==> src/rtl/display_scan_controller_pkg.sv <==
// Shared types and seven-segment constants for the display scan controller.
// Segment patterns are active-high in {g,f,e,d,c,b,a} order.
package display_scan_controller_pkg;

    typedef enum logic [1:0] {
        StIdle,
        StLoad,
        StConvert,
        StUpdate
    } state_e;

    typedef enum logic [1:0] {
        DigUnits,
        DigTens,
        DigHundreds,
        DigSign
    } digit_e;

    localparam logic [6:0] Seg0     = 7'h3F;
    localparam logic [6:0] Seg1     = 7'h06;
    localparam logic [6:0] Seg2     = 7'h5B;
    localparam logic [6:0] Seg3     = 7'h4F;
    localparam logic [6:0] Seg4     = 7'h66;
    localparam logic [6:0] Seg5     = 7'h6D;
    localparam logic [6:0] Seg6     = 7'h7D;
    localparam logic [6:0] Seg7     = 7'h07;
    localparam logic [6:0] Seg8     = 7'h7F;
    localparam logic [6:0] Seg9     = 7'h6F;
    localparam logic [6:0] SegBlank = 7'h00;
    localparam logic [6:0] SegMinus = 7'h40;

    function automatic logic [6:0] bcd_to_seg(input logic [3:0] d);
        logic [6:0] s;
        case (d)
            4'd0:    s = Seg0;
            4'd1:    s = Seg1;
            4'd2:    s = Seg2;
            4'd3:    s = Seg3;
            4'd4:    s = Seg4;
            4'd5:    s = Seg5;
            4'd6:    s = Seg6;
            4'd7:    s = Seg7;
            4'd8:    s = Seg8;
            4'd9:    s = Seg9;
            default: s = SegBlank;
        endcase
        return s;
    endfunction

endpackage

==> src/rtl/bin_to_bcd_serial.sv <==
// Serial shift-add-3 (double dabble) converter: start loads the binary value
// and clears the BCD digits, each shift_en consumes one bit MSB first.
module bin_to_bcd_serial #(
    parameter int unsigned IN_WIDTH = 9,
    parameter int unsigned DIGITS   = 3
) (
    input  logic                  clk,
    input  logic                  rst_n,
    input  logic                  start,
    input  logic                  shift_en,
    input  logic [IN_WIDTH-1:0]   value,
    output logic [DIGITS*4-1:0]   bcd
);

    logic [IN_WIDTH-1:0] shreg_q;
    logic [DIGITS*4-1:0] bcd_q;
    logic [DIGITS*4-1:0] adj;

    // Any digit >= 5 gets +3 so the following shift carries correctly into the next digit.
    always_comb begin
        adj = bcd_q;
        for (int i = 0; i < DIGITS; i++) begin
            if (bcd_q[i*4 +: 4] >= 4'd5) begin
                adj[i*4 +: 4] = bcd_q[i*4 +: 4] + 4'd3;
            end
        end
    end

    always_ff @(posedge clk) begin
        if (!rst_n) begin
            shreg_q <= '0;
            bcd_q   <= '0;
        end else if (start) begin
            shreg_q <= value;
            bcd_q   <= '0;
        end else if (shift_en) begin
            bcd_q   <= {adj[DIGITS*4-2:0], shreg_q[IN_WIDTH-1]};
            shreg_q <= {shreg_q[IN_WIDTH-2:0], 1'b0};
        end
    end

    assign bcd = bcd_q;

endmodule

==> src/rtl/display_scan_controller.sv <==
// Converts a signed sample to sign/hundreds/tens/units and time-multiplexes
// the four digits onto a shared registered segment bus.
module display_scan_controller
    import display_scan_controller_pkg::*;
#(
    parameter int unsigned DW_IN         = 8,
    parameter int unsigned SEGMENT_WIDTH = 7,
    parameter int unsigned SCAN_DIV      = 1000
) (
    input  logic                     clk,
    input  logic                     rst_n,
    input  logic                     in_valid,
    output logic                     in_ready,
    input  logic [DW_IN-1:0]         number,
    output logic                     busy,
    output logic [3:0]               digit_en,
    output logic [SEGMENT_WIDTH-1:0] segments
);

    localparam int unsigned MagW = DW_IN + 1;
    localparam int unsigned CntW = $clog2(MagW + 1);
    localparam int unsigned PreW = $clog2(SCAN_DIV);

    state_e state_q, state_d;
    logic [DW_IN-1:0] number_q;
    logic             conv_sign_q;
    logic [CntW-1:0]  bit_cnt_q;
    logic [MagW-1:0]  ext, mag;
    logic [11:0]      bcd;

    logic             disp_sign_q, disp_sign_d;
    logic [3:0]       disp_h_q, disp_h_d, disp_t_q, disp_t_d, disp_u_q, disp_u_d;
    logic [PreW-1:0]  pre_q, pre_d;
    logic [3:0]       digit_en_q, digit_en_d;
    logic [6:0]       seg7_d;
    logic [SEGMENT_WIDTH-1:0] segments_q;
    digit_e           dig_idx;

    assign ext = {number_q[DW_IN-1], number_q};
    assign mag = ext[MagW-1] ? (~ext + 1'b1) : ext;

    bin_to_bcd_serial #(
        .IN_WIDTH (MagW),
        .DIGITS   (3)
    ) u_bcd (
        .clk      (clk),
        .rst_n    (rst_n),
        .start    (state_q == StLoad),
        .shift_en (state_q == StConvert),
        .value    (mag),
        .bcd      (bcd)
    );

    always_comb begin
        state_d = state_q;
        case (state_q)
            StIdle:    if (in_valid) state_d = StLoad;
            StLoad:    state_d = StConvert;
            StConvert: if (bit_cnt_q == CntW'(DW_IN)) state_d = StUpdate;
            StUpdate:  state_d = StIdle;
            default:   state_d = StIdle;
        endcase
    end

    assign in_ready = rst_n && (state_q == StIdle);
    assign busy     = (state_q != StIdle);

    always_comb begin
        disp_sign_d = disp_sign_q;
        disp_h_d    = disp_h_q;
        disp_t_d    = disp_t_q;
        disp_u_d    = disp_u_q;
        if (state_q == StUpdate) begin
            disp_sign_d = conv_sign_q;
            disp_h_d    = bcd[11:8];
            disp_t_d    = bcd[7:4];
            disp_u_d    = bcd[3:0];
        end
    end

    // Scanning runs off the free prescaler only; the FSM never touches it.
    always_comb begin
        pre_d      = pre_q + 1'b1;
        digit_en_d = digit_en_q;
        if (pre_q == PreW'(SCAN_DIV - 1)) begin
            pre_d      = '0;
            digit_en_d = {digit_en_q[2:0], digit_en_q[3]};
        end
    end

    // Pattern is built from next-state values so the registered bus lines up with digit_en.
    always_comb begin
        case (digit_en_d)
            4'b0010: dig_idx = DigTens;
            4'b0100: dig_idx = DigHundreds;
            4'b1000: dig_idx = DigSign;
            default: dig_idx = DigUnits;
        endcase
        seg7_d = SegBlank;
        case (dig_idx)
            DigUnits:    seg7_d = bcd_to_seg(disp_u_d);
            DigTens:     seg7_d = (disp_h_d == 4'd0 && disp_t_d == 4'd0) ? SegBlank
                                                                         : bcd_to_seg(disp_t_d);
            DigHundreds: seg7_d = (disp_h_d == 4'd0) ? SegBlank : bcd_to_seg(disp_h_d);
            DigSign:     seg7_d = disp_sign_d ? SegMinus : SegBlank;
            default:     seg7_d = SegBlank;
        endcase
    end

    always_ff @(posedge clk) begin
        if (!rst_n) begin
            state_q     <= StIdle;
            number_q    <= '0;
            conv_sign_q <= 1'b0;
            bit_cnt_q   <= '0;
            disp_sign_q <= 1'b0;
            disp_h_q    <= '0;
            disp_t_q    <= '0;
            disp_u_q    <= '0;
            pre_q       <= '0;
            digit_en_q  <= 4'b0001;
            segments_q  <= SEGMENT_WIDTH'(Seg0);
        end else begin
            state_q <= state_d;
            if (state_q == StIdle && in_valid) begin
                number_q <= number;
            end
            if (state_q == StLoad) begin
                conv_sign_q <= number_q[DW_IN-1];
                bit_cnt_q   <= '0;
            end else if (state_q == StConvert) begin
                bit_cnt_q <= bit_cnt_q + 1'b1;
            end
            disp_sign_q <= disp_sign_d;
            disp_h_q    <= disp_h_d;
            disp_t_q    <= disp_t_d;
            disp_u_q    <= disp_u_d;
            pre_q       <= pre_d;
            digit_en_q  <= digit_en_d;
            segments_q  <= SEGMENT_WIDTH'(seg7_d);
        end
    end

    assign digit_en = digit_en_q;
    assign segments = segments_q;

endmodule

==> config.mk <==
export PLATFORM = sky130hd
export DESIGN_NAME = display_scan_controller
export DESIGN_NICKNAME = d
export VERILOG_FILES = /design/src/rtl/display_scan_controller_pkg.sv /design/src/rtl/bin_to_bcd_serial.sv /design/src/rtl/display_scan_controller.sv
export SDC_FILE = /design/constraint.sdc
export NUM_CORES = 1
export LEC_CHECK = 0
export ABC_CLOCK_PERIOD_IN_PS = 2950
export CELL_PAD_IN_SITES_DETAIL_PLACEMENT = 0
export CELL_PAD_IN_SITES_GLOBAL_PLACEMENT = 1
export CORE_MARGIN = 4
export CORE_UTILIZATION = 45
export CTS_CLUSTER_SIZE = 25
export DETAILED_ROUTE_END_ITERATION = 6
export PLACE_DENSITY = 0.88
export RECOVER_POWER = 100
export SETUP_SLACK_MARGIN = 0.02
export SLEW_MARGIN = 15
export SYNTH_ARGS = -nofsm -noshare
export SYNTH_HDL_FRONTEND = slang
export SYNTH_SLANG_ARGS = --single-unit
export TNS_END_PERCENT = 10
==> constraint.sdc <==
create_clock -name clk -period 2.95 [get_ports clk]
set_clock_uncertainty 0.05 [all_clocks]
set_input_delay 0.885 -clock clk [delete_from_list [all_inputs] [get_ports clk]]
set_output_delay 0.885 -clock clk [all_outputs]
set_load 0.01 [all_outputs]
==> Word level (Yosys, flattened, before mapping) <==
Memories as Yosys holds them, arrays and structs flattened.
Index checks and enable logic that the tools add are counted.
{ "totals": {"rom_bits": 336, "regBits": 70, "output_inout_bits": 13, "n_memories": 3} }
{ "classes": {"add_sub_neg": 6, "bitwise": 2, "n_reduce_logical": 12, "muxes": 19, "eq_ne": 13, "n_lt_le_gt_ge": 3} }
{ "memory_table": {"columns": ["name", "depth", "width", "read_ports", "rd_ports_with_merged_regs", "wr", "line", "text"], "rows": [
  ["(no name shown)", 16, 7, 1, 0, 0, "display_scan_controller_pkg.sv:34", "case (d)"],
  ["(no name shown)", 16, 7, 1, 0, 0, "display_scan_controller_pkg.sv:34", null],
  ["(no name shown)", 16, 7, 1, 0, 0, "display_scan_controller_pkg.sv:34", null]
]} }
{ "ops": {"columns": ["operator", "count"], "rows": [
  ["case mux 7 bit (4 select lines)", 1],
  ["two-way mux 9 bit", 3],
  ["two-way mux 4 bit", 6],
  ["two-way mux 7 bit", 3],
  [">= comparator 4 x 3 -> 1 bit, second input constant", 3],
  ["adder 10 x 1 -> 10 bit, second input constant", 1],
  ["equality test 10 bit, second input constant", 1],
  ["adder 9 x 1 -> 9 bit, second input constant", 1],
  ["NOT 9 bit", 1],
  ["adder 4 x 2 -> 4 bit, second input constant", 2],
  ["equality test 2 bit, second input constant", 4],
  ["equality test 4 bit, second input constant", 2],
  ["zero test 4 bit", 2],
  ["case mux 2 bit (4 select lines)", 1],
  ["case mux 2 bit (3 select lines)", 1],
  ["adder 4 x 1 -> 4 bit, second input constant", 1],
  ["equality test 2 x 1 -> 1 bit, second input constant", 2],
  ["equality test 4 x 2 -> 1 bit, second input constant", 1],
  ["equality test 4 x 3 -> 1 bit, second input constant", 1],
  ["zero test 2 bit", 2],
  ["two-way mux 2 bit", 2],
  ["inequality test 2 bit, second input constant", 2],
  ["nonzero test 2 bit", 2],
  ["OR reduction 2 bit", 2],
  ["other kinds (6)", 8]
]} }

==> Logic depth before layout (Yosys ltp) <==
{ "logic_depth": {"ltp_word": 6, "depth_mapped": 11, "mapped_depth_nobuf": 9} }

==> Hierarchy <==
A second synthesis with hierarchy kept.
{ "hier_totals": {"hier_cells": 482, "hier_area_um2": 4140.2} }
{ "by_module_without_submodules": {"columns": ["mod", "seq_area_each_um2", "area_per_inst_um2", "instances", "cells_each"], "rows": [
  ["display_scan_controller", 980.9, 2936.6, 1, 339],
  ["bin_to_bcd_serial", 420.4, 1203.7, 1, 143]
]} }

==> Worst setup path before layout <==
OpenSTA, ideal clock, no wires.
{ "synth_path": {"kind": "input to output", "from": "in rst_n", "to": "out in_ready", "slack_ns": 0.403, "cell_stages": 4, "arrival_time_ns": 1.612, "cell_sequence": "clkbuf_1 > inv_1 > clkbuf_1 > nor2_1"} }
{ "synth_between": {"elab_chain_len": 1} }
{ "synth_rtl": {"columns": ["item", "line", "text"], "rows": [
  ["from (decl)", "display_scan_controller.sv:11", "input logic rst_n,"],
  ["logical AND 1 bit", "display_scan_controller.sv:65", "assign in_ready = rst_n && (state_q == StIdle);"],
  ["to (decl)", "display_scan_controller.sv:13", "output logic in_ready,"]
]} }
Every way passes these cells.

==> Worst setup path after layout <==
Ends and elaborated chain as after synthesis.

==> flow_summary.toml <==
[cts]
cts_setup_buffers = 0
htreeDepth = 3
cts.path.max_buffers = 2
clk_latency_ns = 0.35
cts-root-buf = "clkbuf_8"
cts_sinks = 70
cts-buffers-inserted = 9
cts_tree = "done"
clk_pin_slew_worst_paths_ns = 0.07

[synthesis]
ys_warn_count = 0
synth_ff_type = "dfxtp_1"
syn_inst = 453
synth_edf_count = 0
ys_types = 44
yosys.area.top_type = "dfxtp_1"
synth_nets = 495
yosysSeqAreaShare_pct = 36.35
synth_top_area_share_pct = 36.35
netlist_top_cells_area = "dfxtp_1, ha_1, mux2i_1"
ys_ff_latch = 70
syn_area_um2 = 3855
async_reset_ff_share_pct = 0
syn_area_per_cell_um2 = 8.510

[setup_path]
worst_ep_arrival_time_ns = 1.87
r2r_cells = 7
cp.depth = 4
worstPathCellList = "dlygate4sd3_1, inv_1, nor2_1, dlygate4sd2_1"
cp-end-kind = "output pin"
critPathLaunchType = "primary input"
crit_type = "primary input to output pin"
slowest_stage = "dlygate4sd3_1"
path_max_fanout = 2
regToRegSetupSlack_ns = 0.47
crit_required_ns = 2.02
crit_family = "buffers and inverters"
max_stage_delay_ns = 0.56
r2r-end = "segments[3]"
rr_startpoint = "state_q[0]"
crit_buf_inv = 3

[timing]
slew_violations = 0
min_period_ns = 2.801
hold_viol_final = 0
fin_ws_ns = 0.1492
timing.slew.headroom_pct = 46.12
min_period_over_period_pct = 94.94
hold_slack_ns = 0.4012
setup_viol = 0
finalSetupTns_ns = 0
max_freq_mhz = 357.0
tightestPinTransition_ns = 0.8081
rsz0062_at_grt = "false"

[place]
post-place-cells = 574
gp_congestion = 0.8054
hpwl_um = 5604
place_ws_ns = -0.06674
place_area_um2 = 4217
numPortBuffers = 23

[min_path]
min_path_type = "flop to flop"
min_from = "pre_q[0]"
whs_path_depth = 1
hold_end = "pre_q[0]"

[run_status]
outcome = "finished clean"

[global_routing]
antenna_found_initial = 0
grt_pass1_vias = 2933
grt_pass1_wl_um = 13190
grt_usage_pct = 15.99
grt_max_degree = 40
grt_overflow = 0

[final_layout]
syn_to_final_growth_pct = 14.28
layout-drive-gt1-share_pct = 8.041
layout.nets = 522
fin_area_um2 = 4405
fin_cells = 590
antenna-diode-count = 0

[routing]
drt_first_pass_iters = 4
wl_um = 7718
ant_nets = 0
drtIter0Drc = 79
wl_per_cell_um = 13.08
drt-vias-per-instance = 5.354
vias = 3159
drc_errors = 0

[floorplanning]
die_y_um = 100.6
ioPinCount = 24
coreArea_um2 = 8258
initial_core_util_pct = 46.68
die_x_um = 100.6
num_rows = 33
dieArea_um2 = 10110

[power]
ir_worst_vdd_mv = 0.3918
power_leakage_nw = 1.711
power.density_nw_per_um2 = 583.4

[job]
cap_violations = 0
-- timing repair --
action                                  in CTS  in global routing
resized for setup                            1                  0
endpoints found under the hold margin        0                  0
endpoints found under the setup margin       1                  0
hold buffers                                 0                  0
-- sequential cells by signal (all words and copies together), names as in the netlist, 7 cells and up --
signal / count
u_bcd.bcd: 12
pre_q: 10
u_bcd.shreg_q: 9
number_q: 8
segments: 7
-- how the worst max path moves through the flow --
stage / from / slack [ns] / end
final: rst_n / 0.15 / in_ready
after global routing: rst_n / 0.11 / in_ready
after CTS: rst_n / 0.21 / in_ready
after detailed placement: rst_n / -0.07 / in_ready
after global placement: rst_n / -0.07 / in_ready
after floorplan: rst_n / 0.40 / in_ready
-- final cells by class --
type,count,area (um^2)
clock buffer,9,123.9
clock inverter,7,72.57
fill,812,3852
inverter,22,82.58
multi-input combinational,343,2288
sequential,70,1401
tap,105,131.4
timing repair buffer,34,305.3
-- cell families after synthesis --
group | share of synthesized area [%]
AO/OA/AOI/OAI | 13.96
AND/OR/NAND/NOR | 21.23
flip-flops | 36.35
multiplexers | 9.348
adder cells (fa/ha/maj) | 10.06
buffers and inverters | 4.284
XOR/XNOR | 4.771
-- stage by stage --
stage | utilization, % | power, W
2_1_floorplan | - | 0.001653
3_3_place_gp | 51.06 | 0.001811
3_5_place_dp | 51.06 | 0.001829
4_1_cts | 53.42 | 0.002608
5_1_grt | 53.35 | 0.002738
6_report | 53.35 | 0.002570
-- Yosys cell counts (2+ instances only) --
library cell	n
xnor2_1	12
mux2i_1	27
o31ai_1	4
nand3_1	21
buf_6	2
a21boi_0	2
a31oi_1	3
nand2_1	37
mux2_2	8
inv_1	22
o21ai_0	15
or3_1	3
a311oi_1	2
o211ai_1	6
or4b_1	2
dfxtp_1	70
buf_1	2
nor2b_1	5
and3_1	6
a21o_1	3
a211o_1	2
and2_1	3
a21oi_1	36
clkbuf_1	14
ha_1	31
a211oi_1	5
nand4_1	2
nor4_1	3
nand2b_1	11
nor4b_1	2
o2111ai_1	4
nand3b_1	2
nor2_1	59
nor3_1	9
xor2_1	9
-- routing by layer --
| layer | vias up | part of all wire, % | global-route usage [%] | wire length, um |
|---|---|---|---|---|
| met4 | 0 | 1.0 | 4.663 | 78 |
| met5 | - | 0 | 0 | 0 |
| li1 | 1624 | - | - | - |
| met1 | 1482 | 46 | 19.60 | 3517 |
| met3 | 7 | 3.5 | 4.360 | 269 |
| met2 | 46 | 50 | 27.42 | 3853 |
-- where the power goes --
part,switching [W],internal [W]
logic,0.000414,0.000282
registers,0.0000719,0.00103
clock network,0.000382,0.000393
total,0.000868,0.00170
-- cell usage in the layout (no fill, tap or decap), drive strengths merged, types with 12 or more instances in the layout --
cell type and instances:
o21ai 16, nand2 37, dfxtp 70, nor2 59, nand3 21, a21oi 36, ha 31, mux2i 27
xnor2 12, dlygate4sd3 13, nand2b 12, inv 24
Power figures use the tool's default switching activity.
==> RTL change: new RTL, config.mk and constraints unchanged <==
Register the output `digit_en` once more, with the module's reset; this adds one clock of latency there. The other outputs are not delayed to match. Comments in the files are not updated.
--- a/src/rtl/display_scan_controller.sv
+++ b/src/rtl/display_scan_controller.sv
@@ -141,7 +141,13 @@
         end
     end
 
-    assign digit_en = digit_en_q;
+    always_ff @(posedge clk) begin
+        if (!rst_n) begin
+            digit_en <= '0;
+        end else begin
+            digit_en <= digit_en_q;
+        end
+    end
     assign segments = segments_q;
 
 endmodule
Behaviour: not the same (Yosys sat finds a counterexample within 4 cycles, from zero or initial values and one cycle with rst_n low).
==> RTL change against the original RTL <==
  * Worst setup slack lost 0.010 ns
  * Sequential cell count grew 4
  * Cell area grew 3.0%
  * Total power shrank 1.0%
  * Count of clock-buffer cells in the layout is the same
  * Die area grew 3.9%
  * Area after synthesis grew 4.3%
  * Global-route usage shrank 0.53 points
  * Routed wire length grew 0.63%
==> RTL change: results (changes against the original RTL) <==
Status: completed (unchanged)
Synth async-reset ratio: 0 (unchanged)
Syn nets: 513 (was 495)
Synth cell types: 58 (was 44)
Starting DRT DRC Count: 118 (was 79)
Synth top cells by count: dfxtp_1 (74), nor2_1 (57), a21oi_1 (43), nand2_1 (37), ha_1 (31) (was dfxtp_1 (70), nor2_1 (59), nand2_1 (37), a21oi_1 (36), ha_1 (31))
GRT Total Usage: 0.1546 (was 0.1599)
VDD IR max: 0.3074 mV (was 0.3918 mV)
Synth warn: 0 (unchanged)
P_leak: 0.001746 uW (was 0.001711 uW)
Worst skew pair latency: 0.35 ns (about the same)
First-pass GRT wire length: 13,030 um (was 13,190 um)
Most area-consuming cells after synthesis: dfxtp_1 (37%), ha_1 (9.6%), mux2i_1 (5.5%) (was dfxtp_1 (36%), ha_1 (10%), mux2i_1 (7.0%))
Post-DP HPWL: 5646 um (was 5604 um)
Placer Congestion: 0.7988 (was 0.8054)
Vias in the first global route: 2,986 (was 2,933)
Setup bufs post-CTS: 0 (unchanged)
Sequential area share after synthesis: 0.3685 (was 0.3635)
Cells after DPL: 592 (was 574)
Via count: 3,209 (was 3,159)
Largest net degree at the start of global routing: 39 (was 40)
Layout cell share with drive strength beyond 1: 0.08000 (was 0.08041)
Root buffer cell: clkbuf_8 (unchanged)
Avg Cell Area, Syn: 8.535 um^2 (was 8.510 um^2)
Post-route insts no fill: 608 (was 590)
Placed Instance Area: 4368 um^2 (was 4217 um^2)
Antenna violations before repair: 0 (unchanged)
Avg WL per Cell: 12.77 um (was 13.08 um)
Max-slew headroom: 0.4491 (was 0.4612)
Clock buffer depth: 2 (unchanged)
Crit path max fanout: 2 (unchanged)
Hold Buf Count CTS: 0 (unchanged)
Fin nets: 537 (was 522)
## RTL change: worst max-delay path, cell delays in order
cell           delay [ns]
dlygate4sd3_1        0.55
inv_1                0.12
nor2_1               0.05
dlygate4sd2_1        0.28
## RTL change: through the flow
stage	setup TNS (ns)	setup slack [ns]	total power, uW
2_1_floorplan	0	0.3938	1693
3_3_place_gp	-0.08080	-0.08080	1850
3_5_place_dp	-0.07112	-0.07112	1873
4_1_cts	0	0.2042	2584
5_1_grt	0	0.1078	2699
6_report	0	0.1391	2544
## RTL change: worst paths after layout
kind              cells after the start                       endpoint  slack, ns                          start
setup / recovery                      4                       in_ready       0.14                          rst_n
hold / removal                        2  u_bcd.shreg_q[0]$_SDFFE_PN0P_       0.41  u_bcd.shreg_q[0]$_SDFFE_PN0P_
setup reg to reg                      9         segments[0]$_SDFF_PN1_       0.37        state_q[0]$_SDFFE_PN0P_
hold reg to reg                       2  u_bcd.shreg_q[0]$_SDFFE_PN0P_       0.41  u_bcd.shreg_q[0]$_SDFFE_PN0P_
## RTL change: area by class of cell
cell class              instances  area, um^2
inverters                      22       82.58
clock buffers                   9       123.9
repair buffers                 36       317.8
multi-input cells             352        2341
well taps                     108       135.1
flip-flops and latches         74        1481
fillers                       802        4185
clock inverters                 7       53.80
## RTL change: metal layers
layer	up-vias	share of wire	GRT usage
li1	1668	-	-
met1	1469	0.46	0.1876
met2	56	0.48	0.2701
met3	16	0.041	0.03721
met4	0	0.016	0.04844
met5	-	0	0
## RTL change: power by group
group / switching (uW) / internal, uW
registers: 66.8 / 1080
clock network: 402 / 310
logic: 411 / 275
## RTL change: kinds of logic (layout without fill, tap and decap cells)
group	after synthesis	count (layout)	share of synthesized area
AOI/OAI and AO/OA	93	93	0.1444
xor gates and xnor gates	22	22	0.04793
adders and majority gates	31	31	0.09648
buffers and inverters	45	74	0.04918
DFF	74	74	0.3685
muxes	31	31	0.08216
and+or+nand+nor	175	175	0.2113
